<file path="src/rtl/c2h_queue_scheduler.sv">
// Shares one C2H packet generator between NUM_Q DMA queues: per-queue credit
// accounting, round-robin grants with bursts, and a per-packet completion watchdog.
module c2h_queue_scheduler #(
   parameter int NUM_Q       = 4,
   parameter int QID_W       = $clog2(NUM_Q),
   parameter int TM_DSC_BITS = 16,
   parameter int TIMEOUT_CYC = 65535
) (
   input  logic                         axi_aclk,
   input  logic                         axi_aresetn,
   input  logic                         enable,
   input  logic [NUM_Q-1:0]             q_en,
   input  logic                         credit_updt,
   input  logic [QID_W-1:0]             credit_qid,
   input  logic [TM_DSC_BITS-1:0]       credit_in,
   input  logic [TM_DSC_BITS-1:0]       credit_perpkt,
   input  logic [7:0]                   burst_len,
   output logic                         gen_start,
   output logic [QID_W-1:0]             gen_qid,
   input  logic                         gen_done,
   output logic [NUM_Q*TM_DSC_BITS-1:0] q_credit,
   output logic                         sched_idle,
   output logic                         sched_err
);

   localparam int WD_W = $clog2(TIMEOUT_CYC + 1);
   localparam logic [WD_W-1:0]  WD_LAST = WD_W'(TIMEOUT_CYC - 1);
   localparam logic [QID_W-1:0] LAST_Q  = QID_W'(NUM_Q - 1);

   typedef enum logic [1:0] {IDLE, START, RUN} state_t;

   state_t                   state, state_nxt;
   logic [QID_W-1:0]         gen_qid_nxt;
   logic [QID_W-1:0]         last_grant, last_grant_nxt;
   logic [7:0]               burst_cnt, burst_cnt_nxt;
   logic [WD_W-1:0]          watchdog, watchdog_nxt;
   logic [TM_DSC_BITS-1:0]   credit     [NUM_Q];
   logic [TM_DSC_BITS-1:0]   credit_nxt [NUM_Q];
   logic [TM_DSC_BITS+1:0]   credit_sum [NUM_Q];
   logic [NUM_Q-1:0]         elig;
   logic                     pick_valid;
   logic [QID_W-1:0]         pick_qid;
   logic [8:0]               burst_max;
   logic [8:0]               burst_done;

   always_comb begin
      for (int i = 0; i < NUM_Q; i++) begin
         elig[i] = enable && q_en[i] && (credit_perpkt != '0) && (credit[i] >= credit_perpkt);
      end
   end

   // Round-robin: first scan queues above last_grant, then wrap to the low ones.
   always_comb begin
      pick_valid = 1'b0;
      pick_qid   = '0;
      for (int i = 0; i < NUM_Q; i++) begin
         if (!pick_valid && elig[i] && (QID_W'(i) > last_grant)) begin
            pick_valid = 1'b1;
            pick_qid   = QID_W'(i);
         end
      end
      for (int i = 0; i < NUM_Q; i++) begin
         if (!pick_valid && elig[i]) begin
            pick_valid = 1'b1;
            pick_qid   = QID_W'(i);
         end
      end
   end

   // Two spare bits hold the carry of the return and the borrow of the debit.
   always_comb begin
      for (int i = 0; i < NUM_Q; i++) begin
         credit_sum[i] = {2'b00, credit[i]};
         if (credit_updt && (credit_qid == QID_W'(i))) begin
            credit_sum[i] = credit_sum[i] + {2'b00, credit_in};
         end
         if ((state == START) && (gen_qid == QID_W'(i))) begin
            credit_sum[i] = credit_sum[i] - {2'b00, credit_perpkt};
         end
         if (credit_sum[i][TM_DSC_BITS+1]) begin
            credit_nxt[i] = '0;
         end else if (credit_sum[i][TM_DSC_BITS]) begin
            credit_nxt[i] = '1;
         end else begin
            credit_nxt[i] = credit_sum[i][TM_DSC_BITS-1:0];
         end
      end
   end

   assign burst_max  = (burst_len == 8'd0) ? 9'd1 : {1'b0, burst_len};
   assign burst_done = {1'b0, burst_cnt} + 9'd1;

   always_comb begin
      state_nxt      = state;
      gen_qid_nxt    = gen_qid;
      last_grant_nxt = last_grant;
      burst_cnt_nxt  = burst_cnt;
      watchdog_nxt   = watchdog;
      gen_start      = 1'b0;
      sched_idle     = 1'b0;
      sched_err      = 1'b0;
      case (state)
         IDLE: begin
            sched_idle = 1'b1;
            if (pick_valid) begin
               gen_qid_nxt   = pick_qid;
               burst_cnt_nxt = '0;
               state_nxt     = START;
            end
         end
         START: begin
            gen_start    = 1'b1;
            watchdog_nxt = '0;
            state_nxt    = RUN;
         end
         RUN: begin
            // A completion in the final watchdog cycle still counts as a normal finish.
            if (gen_done) begin
               burst_cnt_nxt = burst_done[7:0];
               if ((burst_done < burst_max) && elig[gen_qid]) begin
                  state_nxt = START;
               end else begin
                  last_grant_nxt = gen_qid;
                  state_nxt      = IDLE;
               end
            end else if (watchdog == WD_LAST) begin
               sched_err      = 1'b1;
               last_grant_nxt = gen_qid;
               state_nxt      = IDLE;
            end else begin
               watchdog_nxt = watchdog + WD_W'(1);
            end
         end
         default: state_nxt = IDLE;
      endcase
   end

   always_ff @(posedge axi_aclk or negedge axi_aresetn) begin
      if (!axi_aresetn) begin
         state      <= IDLE;
         gen_qid    <= '0;
         last_grant <= LAST_Q;
         burst_cnt  <= '0;
         watchdog   <= '0;
         for (int i = 0; i < NUM_Q; i++) begin
            credit[i] <= '0;
         end
      end else begin
         state      <= state_nxt;
         gen_qid    <= gen_qid_nxt;
         last_grant <= last_grant_nxt;
         burst_cnt  <= burst_cnt_nxt;
         watchdog   <= watchdog_nxt;
         for (int i = 0; i < NUM_Q; i++) begin
            credit[i] <= credit_nxt[i];
         end
      end
   end

   always_comb begin
      q_credit = '0;
      for (int i = 0; i < NUM_Q; i++) begin
         q_credit[i*TM_DSC_BITS +: TM_DSC_BITS] = credit[i];
      end
   end

endmodule

</file>
<file path="config.mk">
export PLATFORM = sky130hd
export DESIGN_NAME = c2h_queue_scheduler
export DESIGN_NICKNAME = d
export VERILOG_FILES = /design/src/rtl/c2h_queue_scheduler.sv
export SDC_FILE = /design/constraint.sdc
export NUM_CORES = 1
export LEC_CHECK = 0
export CORE_MARGIN = 2
export CORE_UTILIZATION = 45
export CTS_BUF_LIST = sky130_fd_sc_hd__clkbuf_8
export DETAILED_ROUTE_END_ITERATION = 6
export PLACE_DENSITY_LB_ADDON = 0.08
export SYNTH_ARGS = -nofsm -noshare
export SYNTH_HDL_FRONTEND = slang
export SYNTH_SLANG_ARGS = --single-unit
</file>
<file path="constraint.sdc">
create_clock -name axi_aclk -period 8.7 [get_ports axi_aclk]
set_clock_uncertainty 0.1 [all_clocks]
set_input_delay 2.175 -clock axi_aclk [delete_from_list [all_inputs] [get_ports axi_aclk]]
set_output_delay 2.175 -clock axi_aclk [all_outputs]
set_load 0.005 [all_outputs]
</file>
==> results of run 1 <==
==> logic make-up (layout without fill, tap and decap cells) <==
| logic type | Yosys count | in the layout | share of synthesized area, % |
|---|---|---|---|
| muxes | 18 | 18 | 1.51 |
| buffers and inverters | 102 | 206 | 3.29 |
| xor gates and xnor gates | 97 | 97 | 6.94 |
| DFF | 94 | 94 | 19.2 |
| adders and majority gates | 210 | 210 | 21.9 |
| and+or+nand+nor | 505 | 505 | 19.4 |
| AOI/OAI and AO/OA | 513 | 513 | 27.7 |
==> cell usage after synthesis (5+ instances only) <==
cell	instances
a21oi_2	10
a211o_1	7
a21boi_0	6
o31a_1	13
o211ai_1	10
mux2i_1	14
and2_1	10
or2_2	11
xnor2_1	41
nand2_1	197
o21bai_1	5
and4_1	6
dfrtp_1	92
or3_1	21
and3_1	8
a211oi_1	25
nor3_1	27
o21ai_0	139
o311ai_0	5
nor4_1	8
xor2_1	56
a21oi_1	96
nand2b_1	21
o41ai_1	5
inv_1	59
nand3_1	43
o31ai_1	12
nor2_1	101
o22ai_1	5
a31oi_1	37
fa_1	8
a21o_1	45
nand4_1	10
o21a_1	43
clkbuf_1	36
ha_1	202
nor2b_1	26
==> worst max-delay path by stage <==
stage | end | cells past startpoint
final | q_credit[31]$_DFF_PN0_ | 16
after global routing | q_credit[31]$_DFF_PN0_ | 16
after floorplan | q_credit[61]$_DFF_PN0_ | 19
after detailed placement | q_credit[30]$_DFF_PN0_ | 16
after CTS | q_credit[11]$_DFF_PN0_ | 18
after global placement | q_credit[14]$_DFF_PN0_ | 18
==> power groups by stage <==
stage / clock network (mW) / logic [mW] / registers, mW
after floorplan: 0 / 2.60 / 0.808
after global placement: 0 / 3.49 / 0.942
after detailed placement: 0 / 3.54 / 0.938
after CTS: 0.318 / 3.57 / 0.932
after global routing: 0.335 / 4.04 / 0.960
final: 0.309 / 3.61 / 0.947
==> area by class of cell <==
class / instances / area (um2)
Clock buffer: 9 / 124
Tap cell: 341 / 427
Multi-Input combinational cell: 1343 / 9500
Sequential cell: 94 / 2350
Clock inverter: 7 / 65.1
Timing Repair Buffer: 130 / 1270
Fill cell: 2563 / 12800
Inverter: 60 / 225
==> worst register-to-register path, stage by stage (launching register included) <==
cell and delay, ns:
dfrtp_1 0.46, ha_1 0.24, inv_1 0.07, fa_1 0.23
nor2b_1 0.08, o31a_1 0.28, o41a_1 0.37, o21a_1 0.21
o21a_1 0.18, o21a_1 0.17, o31ai_1 0.29, ha_1 0.33
or2_2 0.33, a31oi_1 0.18, a21oi_1 0.07, a31o_2 0.27
xnor2_1 0.63, buf_4 0.30, a21oi_1 0.08
==> stage by stage <==
step / cells / utilization, % / power (mW) / hold WS (ns) / worst slack, ns
floorplan: 1539 / - / 3.41 / 0.357 / 2.51
global placement: 1968 / 51.4 / 4.44 / 0.381 / 1.40
detailed placement: 1968 / 51.4 / 4.48 / 0.383 / 1.34
CTS: 1984 / 52.1 / 4.82 / 0.405 / 1.73
global route: 1984 / 52.1 / 5.33 / 0.434 / 1.31
finish: 1984 / 52.1 / 4.87 / 0.409 / 1.69
==> sequential cells by signal, summed over array words and instances (netlist names) <==
signal	flops
gen_qid	2
q_credit	64
watchdog	16
state	2
last_grant	2
burst_cnt	8
==> layer usage <==
layer,part of all wire (%),global-route usage [%],vias up
met4,2.3,7.46,0
met3,6.1,3.06,51
li1,-,-,5892
met1,50,42.1,5561
met2,42,41.3,372
met5,0,0,-
==> cells in the final DEF (no fill, tap or decap), types with 8 or more instances in the layout <==
cell type / count
nand2b_1: 21
a31oi_1: 37
o31ai_1: 12
nand4_1: 10
or3_1: 21
o211ai_1: 10
mux2i_1: 14
xnor2_1: 40
inv_1: 59
nor4_1: 8
and3_1: 8
xor2_1: 56
a211oi_1: 25
o21a_1: 43
nor3_1: 25
clkbuf_8: 9
ha_1: 202
a21o_1: 45
or2_2: 11
a21oi_2: 10
nand2_1: 197
nand3_1: 43
fa_1: 8
o31a_1: 13
o21ai_0: 139
dfrtp_1: 92
buf_4: 12
clkdlybuf4s50_1: 118
and2_1: 10
nor2_1: 101
nor2b_1: 26
a21oi_1: 96
==> impl_metrics.yaml, run 1 <==
outcome:
  outcome: "completed"
power_and_ir_drop:
  ir_worst_vdd_v: 0.000192
  power.clock.fraction_pct: 6.4
  combPwrFrac_pct: 74.2
  p_per_area_nw_per_um2: 348
  seqPwrFrac_pct: 19.5
  internal_power_mw: 2.44
  p_leak_nw: 6.31
  switching_share_pct: 49.8
  switchingPower_mw: 2.42
detailed_routing:
  wl_um: 39900
  drtAntennaViolNets: 0
  post_drt_via_cell_ratio: 5.99
  drt_first_pass_iters: 7
  drc: 0
  dr.first_iter.drc_count: 1008
  num_vias: 11900
  routedWlPerCell_um: 20.1
sta:
  slew-limit-headroom_pct: 22.4
  period_needed_ns: 7.01
  final.setup.tns_ns: 0
  worst_slew_pin_slew_ns: 1.16
  finalSetupViolCount: 0
  rsz0062_at_grt: "no"
  final.period_utilization_pct: 80.6
  final-hold-violation-count: 0
  fmax_ghz: 0.143
  finalMaxSlewViolations: 0
min_path:
  hold_path.startpoint: "watchdog[15]$_DFFE_PN0P_"
  worstHoldPathCells: 1
  hp-class: "register to register"
  hold_path_end: "watchdog[15]$_DFFE_PN0P_"
yosys:
  synth_edf_count: 0
  netlist_instances: 1539
  yosysWarnings: 0
  yosysSeqAreaShare_pct: 19.2
  synth.cell_area_um2: 12200
  yosys_most_used_dff: "dfrtp_1"
  synthArstFlopShare_pct: 100
  synth.avg_cell_area_um2: 7.96
  synthTopCellsByArea: "ha_1, dfrtp_1, nand2_1"
  yosys.area.top_type: "ha_1"
  yosysTopAreaCellShare_pct: 20.6
  synth_cell_types: 76
  syn_nets: 1800
  ys_ff_latch: 94
global_route:
  grt_pass1_wl_um: 61200
  overflow: 0
  grt_max_degree: 64
  track_usage_pct: 27.7
  antenna_found_initial: 0
  grt_pass1_vias: 10800
worst_setup_path:
  crit_family: "compound AO/OA/AOI/OAI gates"
  rr_endpoint: "q_credit[11]$_DFF_PN0_"
  critPathSlowestCell: "a2111oi_4"
  cp_common_cell: "a31oi_1"
  path_cells: "clkdlybuf4s50_1 > inv_1 > fa_1 > nor2b_1 > o31a_1 > nor4_1 > o41ai_1 > a31oi_1 > xor2_1 > o21ai_0 > ha_1 > and3_1 > o21ai_0 > a31oi_1 > a2111oi_4 > a31oi_1"
  reg2reg_from: "q_credit[0]$_DFF_PN0_"
  r2r_slack_ns: 3.70
  reg2reg_depth: 18
  worst_setup_path_end_kind: "register"
  path_class: "primary input to register"
  crit_start: "credit_in[1]"
  max_stage_delay_ns: 0.89
  crit_buf_inv: 2
  arrival_ns: 7.16
  crit_path_start_kind: "primary input"
  worstPathMaxFanout: 16
  required_ns: 8.84
floorplan:
  fp.dieArea_um2: 28500
  io_pins: 120
  rows: 60
  die_w_um: 169
  fp.dieH_um: 169
  start_util_pct: 45.7
  core-area_um2: 26800
job:
  drv_cap: 0
place:
  dpl_cell_area_um2: 13800
  hpwl_um: 30700
  gp_congestion: 0.921
  portBuffers: 119
cts:
  clkSinkCount: 94
  cts.clk_slew.worst_paths_ns: 0.12
  post-cts-setup-buffers: 0
  cts-hold-fix-buffers: 0
  cts_tree: "built"
  max-clock-path-buffers: 2
  root_buffer: "clkbuf_8"
  cts_made_buffers: 9
  clock_latency_ns: 0.40
  cts.repair.resized: 0
  htreeDepth: 3
layout:
  final_nets: 1899
  stdcell_area_um2: 14000
  area_growth_syn_to_layout_pct: 14.1
  num_antenna_cells: 0
  drive_above_1_share_pct: 4.44
Note: power is estimated with default switching activity, not from simulation.
==> run 2: changes to the inputs <==
- clock period: 8.7 -> 7.15 ns (I/O delays scaled with it)
==> run 2 against run 1 <==
Routed wire length down 1.3%. Register-to-register slack worse by 1.5 ns. First-iteration DRC count up 1.6%. Worst hold slack worse by 0.0050 ns. Cell area up 0.39%. Highest routed layer unchanged. Via count about the same. Power up 22%. Sequential power up 22%.
==> impl_metrics.yaml, run 2 (synthesized netlist as in run 1, its figures left out) <==
outcome:
  outcome: "completed"
cts:
  cts_made_buffers: 9
  max-clock-path-buffers: 2
  post-cts-setup-buffers: 0
  cts-hold-fix-buffers: 0
  root_buffer: "clkbuf_8"
  clkSinkCount: 94
  htreeDepth: 3
  cts.clk_slew.worst_paths_ns: 0.12
  cts_tree: "built"
  cts.repair.resized: 0
  clock_latency_ns: 0.40
worst_setup_path:
  arrival_ns: 6.68
  crit_start: "credit_in[0]"
  required_ns: 7.26
  worst_setup_path_end_kind: "register"
  crit_path_end: "q_credit[22]$_DFF_PN0_"
  crit_path_start_kind: "primary input"
  worstPathMaxFanout: 16
  reg2reg_depth: 18
  path_class: "primary input to register"
  rr_endpoint: "q_credit[22]$_DFF_PN0_"
  r2r_slack_ns: 2.24
  reg2reg_from: "q_credit[16]$_DFF_PN0_"
place:
  portBuffers: 119
  hpwl_um: 30700
  post-place-ws_ns: 0.212
  gp_congestion: 0.922
floorplan:
  die_w_um: 169
  io_pins: 120
  start_util_pct: 45.7
  core-area_um2: 26800
  rows: 60
  fp.dieArea_um2: 28500
  fp.dieH_um: 169
sta:
  final.period_utilization_pct: 91.9
  finalSetupViolCount: 0
  rsz0062_at_grt: "no"
  period_needed_ns: 6.57
  worst_slew_pin_slew_ns: 1.21
  fmax_ghz: 0.152
  final-hold-violation-count: 0
  worst_slack_ns: 0.580
  slew-limit-headroom_pct: 19.1
  whs_ns: 0.404
  finalMaxSlewViolations: 0
  final.setup.tns_ns: 0
layout:
  final_nets: 1905
  nFillCells: 2552
  num_antenna_cells: 0
  drive_above_1_share_pct: 4.79
  multi_input_area_um2: 9500
  final_common_cell: "ha_1"
  area_growth_syn_to_layout_pct: 14.5
  regArea_um2: 2350
  largest_register_ffs: 64
  final_cell_mix: "ha_1, nand2_1, o21ai_0"
  final_core_util_pct: 52.3
power_and_ir_drop:
  p_leak_nw: 6.34
  finalPower_mw: 5.91
  p_per_area_nw_per_um2: 422
  ir_worst_vdd_v: 0.000156
min_path:
  hold_path.startpoint: "watchdog[15]$_DFFE_PN0P_"
  hp-class: "register to register"
job:
  drv_cap: 0
global_route:
  track_usage_pct: 27.6
  overflow: 0
  grt_max_degree: 62
  grt_pass1_wl_um: 61100
  grt_pass1_vias: 10900
  antenna_found_initial: 0
detailed_routing:
  drtAntennaViolNets: 0
  drc: 0
  routedWlPerCell_um: 19.8
  drt_first_pass_iters: 5
  dr.first_iter.drc_count: 1024
  num_vias: 11900
  wl_um: 39300
  post_drt_via_cell_ratio: 5.96
-- run 2: cell types whose count changed in the layout (fill, tap and decap cells not counted), sizes merged --
cell	previous run	this run
inv	63	65
clkinvlp	1	0
clkinv	3	2
buf	12	18
-- run 2: cell type report --
cell class	instances	share of cell area (%)
multi-input cells	1343	67.8
flip-flops and latches	94	16.8
repair buffers	136	9.39
well taps	341	3.04
inverters	60	1.61
clock buffers	9	0.883
clock inverters	7	0.526
-- run 2: report_power, final --
part | internal [mW] | switching (mW) | total (mW)
sequential | 0.755 | 0.401 | 1.16
combinational | 2.09 | 2.29 | 4.37
clock | 0.139 | 0.246 | 0.385
-- run 2: worst max-delay path, stage by stage --
cell             delay [ns]
clkdlybuf4s50_1        0.66
ha_1                   0.25
inv_1                  0.07
fa_1                   0.40
nor2b_1                0.16
o31a_1                 0.18
nor4_1                 0.08
o41ai_1                0.36
buf_4                  0.19
a31oi_1                0.09
xor2_1                 0.14
o21ai_0                0.13
ha_1                   0.34
nor2b_1                0.25
a21oi_1                0.08
o21ai_0                0.19
a211oi_1               0.11
xnor2_1                0.97
a31oi_1                0.22
-- run 2: how the worst min path moves through the flow --
stage	endpoint	slack [ns]	cells after the start
after global routing	watchdog[15]$_DFFE_PN0P_	0.45	1
after detailed placement	watchdog[15]$_DFFE_PN0P_	0.39	1
final	watchdog[15]$_DFFE_PN0P_	0.40	1
after CTS	watchdog[15]$_DFFE_PN0P_	0.41	1
after global placement	watchdog[15]$_DFFE_PN0P_	0.38	1
after floorplan	watchdog[15]$_DFFE_PN0P_	0.36	1
-- run 2: metrics by stage --
step / cells / area, um2
after detailed placement: 1974 / 13800
final: 1990 / 14000
after global routing: 1990 / 14000
after CTS: 1990 / 14000
after global placement: 1974 / 13800
after floorplan: 1539 / 12200
-- run 2: routing by layer --
metal	up-vias	part of all wire, %	wire (um)	GRT usage [%]
met1	5531	49	19300	41.3
met3	46	7.2	2810	4.47
met5	-	0	0	0
met2	374	42	16300	41.1
li1	5917	-	-	-
met4	0	2.1	817	7.05
==> run 3: changes to the inputs <==
- CORE_MARGIN: 2 -> unset
==> run 3 against run 2 <==
Worst setup slack improved by 0.056 ns. Clock power about the same. Non-clock buffer count unchanged. Cell area barely moved. Fmax up 0.86%. Via count did not move. Count of clock-buffer cells in the layout is the same. Highest routed layer unchanged.
==> impl_metrics.yaml, run 3 (synthesized netlist as in run 1, its figures left out) <==
outcome:
  outcome: "completed"
cts:
  clkSinkCount: 94
  post-cts-setup-buffers: 0
  max-clock-path-buffers: 2
  cts.repair.resized: 0
  cts_tree: "built"
  root_buffer: "clkbuf_8"
  htreeDepth: 3
  cts_made_buffers: 9
  cts-hold-fix-buffers: 0
  clock_latency_ns: 0.42
  cts.clk_slew.worst_paths_ns: 0.12
detailed_routing:
  post_drt_via_cell_ratio: 5.96
  drtAntennaViolNets: 0
  drc: 0
  num_vias: 11900
  drt_first_pass_iters: 6
  routedWlPerCell_um: 19.8
  dr.first_iter.drc_count: 768
  wl_um: 39500
global_route:
  grt_pass1_vias: 11000
  antenna_found_initial: 1
  track_usage_pct: 28.5
  overflow: 0
  grt_pass1_wl_um: 61500
  grt_max_degree: 63
place:
  dp.cells: 1974
  gp_congestion: 0.917
  hpwl_um: 30600
  portBuffers: 119
layout:
  area_growth_syn_to_layout_pct: 14.6
  final_cell_mix: "ha_1, nand2_1, o21ai_0"
  drive_above_1_share_pct: 4.79
  largest_register_ffs: 64
  fin_cells: 1991
  nFillCells: 2610
  final_nets: 1905
  final_common_cell: "ha_1"
floorplan:
  fp.dieArea_um2: 27900
  fp.dieH_um: 167
  io_pins: 120
  start_util_pct: 45.7
  die_w_um: 167
  rows: 60
  core-area_um2: 26800
power_and_ir_drop:
  finalPower_mw: 5.91
  p_leak_nw: 6.34
  p_per_area_nw_per_um2: 421
  ir_worst_vdd_v: 0.000184
sta:
  final.period_utilization_pct: 91.1
  period_needed_ns: 6.51
  fmax_ghz: 0.154
  finalMaxSlewViolations: 0
  rsz0062_at_grt: "no"
  finalSetupViolCount: 0
  slew-limit-headroom_pct: 18.3
  final.setup.tns_ns: 0
  final-hold-violation-count: 0
  worst_slew_pin_slew_ns: 1.22
worst_setup_path:
  worstPathMaxFanout: 16
  crit_path_start_kind: "primary input"
  path_class: "primary input to register"
  required_ns: 7.28
  arrival_ns: 6.64
  worst_setup_path_end_kind: "register"
job:
  drv_cap: 0
min_path:
  hp-class: "register to register"
==> run 3: metal layers <==
layer / GRT usage, % / up-vias / share of wire, %
li1: - / 5906 / -
met2: 42.7 / 363 / 42
met4: 12.0 / 0 / 4.0
met1: 41.0 / 5523 / 49
met5: 0 / - / 0
met3: 3.61 / 76 / 5.8
==> run 3: final timing paths <==
path | end | cells past startpoint | start | slack, ns
hold / removal | watchdog[10]$_DFFE_PN0P_ | 1 | watchdog[10]$_DFFE_PN0P_ | 0.41
hold reg to reg | watchdog[10]$_DFFE_PN0P_ | 1 | watchdog[10]$_DFFE_PN0P_ | 0.41
setup / recovery | q_credit[28]$_DFF_PN0_ | 19 | credit_in[0] | 0.64
min in group asynchronous | q_credit[26]$_DFF_PN0_ | 1 | axi_aresetn | 1.20
max in group asynchronous | q_credit[55]$_DFF_PN0_ | 2 | axi_aresetn | 4.54
setup reg to reg | q_credit[28]$_DFF_PN0_ | 18 | q_credit[16]$_DFF_PN0_ | 2.22
==> run 3: metrics by stage <==
stage	cell area, um2	hold WS [ns]	utilization, %	setup WS, ns
2_1_floorplan	12200	0.357	-	1.34
3_3_place_gp	13800	0.383	51.6	0.417
3_5_place_dp	13800	0.387	51.6	0.277
4_1_cts	14000	0.408	52.3	0.717
5_1_grt	14000	0.427	52.4	0.258
6_report	14000	0.411	52.4	0.636
==> run 3: critical path: stages <==
cell and delay, ns:
clkdlybuf4s50_1 0.64, ha_1 0.24, inv_1 0.06, fa_1 0.40, nor2b_1 0.16, o31a_1 0.19, nor4_1 0.08, o41ai_1 0.40
buf_4 0.20, a31oi_1 0.09, xor2_1 0.13, o21ai_0 0.13, ha_1 0.34, nor2b_1 0.26, a21oi_1 0.10, o21ai_0 0.18
a211oi_1 0.11, xnor2_1 0.95, a31oi_1 0.20
==> run 3: final cells by class <==
type / count / area (um2) / area share (%)
multi-input cells: 1343 / 9500 / 67.7
flip-flops and latches: 94 / 2350 / 16.8
repair buffers: 136 / 1320 / 9.38
well taps: 341 / 427 / 3.04
inverters: 60 / 225 / 1.60
clock buffers: 9 / 124 / 0.883
clock inverters: 7 / 78.8 / 0.562
diodes: 1 / 2.50 / 0.0178
==> run 3: report_power, final <==
part | switching (mW) | internal [mW] | leakage [nW]
registers | 0.382 | 0.755 | 1.15
logic | 2.29 | 2.09 | 5.10
clock network | 0.248 | 0.138 | 0.101
total | 2.92 | 2.98 | 6.34
==> edit (config.mk and constraints of run 3) <==
Change the parameter `TIMEOUT_CYC` from 65535 to 32767.
--- a/src/rtl/c2h_queue_scheduler.sv
+++ b/src/rtl/c2h_queue_scheduler.sv
@@ -4,7 +4,7 @@
    parameter int NUM_Q       = 4,
    parameter int QID_W       = $clog2(NUM_Q),
    parameter int TM_DSC_BITS = 16,
-   parameter int TIMEOUT_CYC = 65535
+   parameter int TIMEOUT_CYC = 32767
 ) (
    input  logic                         axi_aclk,
    input  logic                         axi_aresetn,
Function: no difference found for any inputs over 4 cycles, from zero or initial values and one cycle with axi_aresetn low; that may be too few to reach the edited logic, so the function may still have changed.
==> edit against run 3 <==
  * Design area up 2.4%
  * Synthesized area up 2.6%
  * Via count up 5.3%
  * Total power up 1.7%
  * Routed wire length up 4.3%
  * Maximum frequency up 3.5%
  * Largest power group unchanged
  * Sequential share of layout area down 0.57 points
  * Critical path type unchanged
  * Setup slack better by 0.22 ns
  * Sequential cell count down 1
==> edit: results (changes against run 3) <==
* Sink Count at 93 (-1.1%)
* Vias at 12500 (+5.3%)
* Layout Area Growth over Synthesis at 14.4%
* Avg Inst Size Synth at 7.93 µm² (-0.29%)
* Arr. time, crit path at 6.45 ns (-0.19 ns)
* Layout Utilization at 0.529 (+0.00520)
* Mux cell area share after synthesis at 0.0181 (+0.00300)
* Syn nets at 1845 (+2.5%)
* Status: finished, final reports clean
* Synth cell types at 82 (+7.9%)
* Leakage at 0.00637 µW (+0.43%)
* Synth Area in XOR/XNOR at 0.0585 (-0.0108)
* WHS at 0.413 ns (+0.00199 ns)
* Post-detailed-route wirelength per cell at 19.9 µm (+0.47%)
* Maximum vdd ir drop at 0.000175 V (-4.7%)
* Slowest Stage Delay on Critical Path at 0.71 ns (-0.24 ns)
* CP startpoint: credit_in[1]
* First-pass GRT wire length at 64.8 mm (+5.4%)
* Filler cell count in the final layout at 2677 (+2.6%)
* Hold Startpoint: watchdog[14]$_DFFE_PN0P_
* Dpl cell area at 14200 µm² (+2.5%)
* DR vias/cell at 6.05 (+1.5%)
* R2R cell count at 14 (-4)
* R2r startpoint: q_credit[33]$_DFF_PN0_
* R2R Setup Slk at 2.37 ns (+0.15 ns)
* Placer Congestion at 0.908 (-0.95%)
* Seq/total area at 0.162 (-0.00569)
* Ant. Diodes at 0 (-1)
* CP max stage cell: a2111oi_0
* Worst Hold Endpoint: watchdog[14]$_DFFE_PN0P_
* Compound-Gate Fraction of Synth Area at 0.292 (+0.0150)
* Final net count at 1950 (+2.4%)
* Register area share after synthesis at 0.185 (-0.00691)
* Multi-input logic portion of the cell area at 0.681 (+0.00367)
* Pre-CTS setup slack at 0.510 ns (+0.233 ns)
* Pre-antenna DRT Iters at 7 (+1)
* ClkCell Share at 0.0138 (-0.000601)
* Multi-Input Combinational at 1378 (+2.6%)
* NonClk Buf Share at 0.0926 (-0.00116)
* Reg2reg end: q_credit[33]$_DFF_PN0_
* Share of cells above drive strength 1 at 0.0460 (-0.00186)
* Starting DRT DRC Count at 953 (+24%)
## edit: changes by cell type after synthesis, sizes merged, moves of 11 or more
cell,change
nor2,-28
o21ai,+17
a21oi,+15
nor3,+13
o31ai,+11
xor2,-11
## edit: power by group
group          switching (µW)  total [µW]  internal, µW
Clock                     249         388           139
Sequential                379        1130           749
Combinational            2400        4490          2090
## edit: routing by layer
layer,track usage,share of wire
met1,0.397,0.46
met4,0.112,0.038
met3,0.0285,0.051
met2,0.478,0.45
met5,0,0
## edit: cells by family (layout without fill, tap and decap cells)
| group | count (synthesis) | in the layout |
|---|---|---|
| buffers and inverters | 113 | 223 |
| DFF | 93 | 93 |
| and+or+nand+nor | 503 | 503 |
| xor gates and xnor gates | 84 | 84 |
| AOI/OAI and AO/OA | 560 | 560 |
| muxes | 21 | 21 |
| adders and majority gates | 210 | 210 |
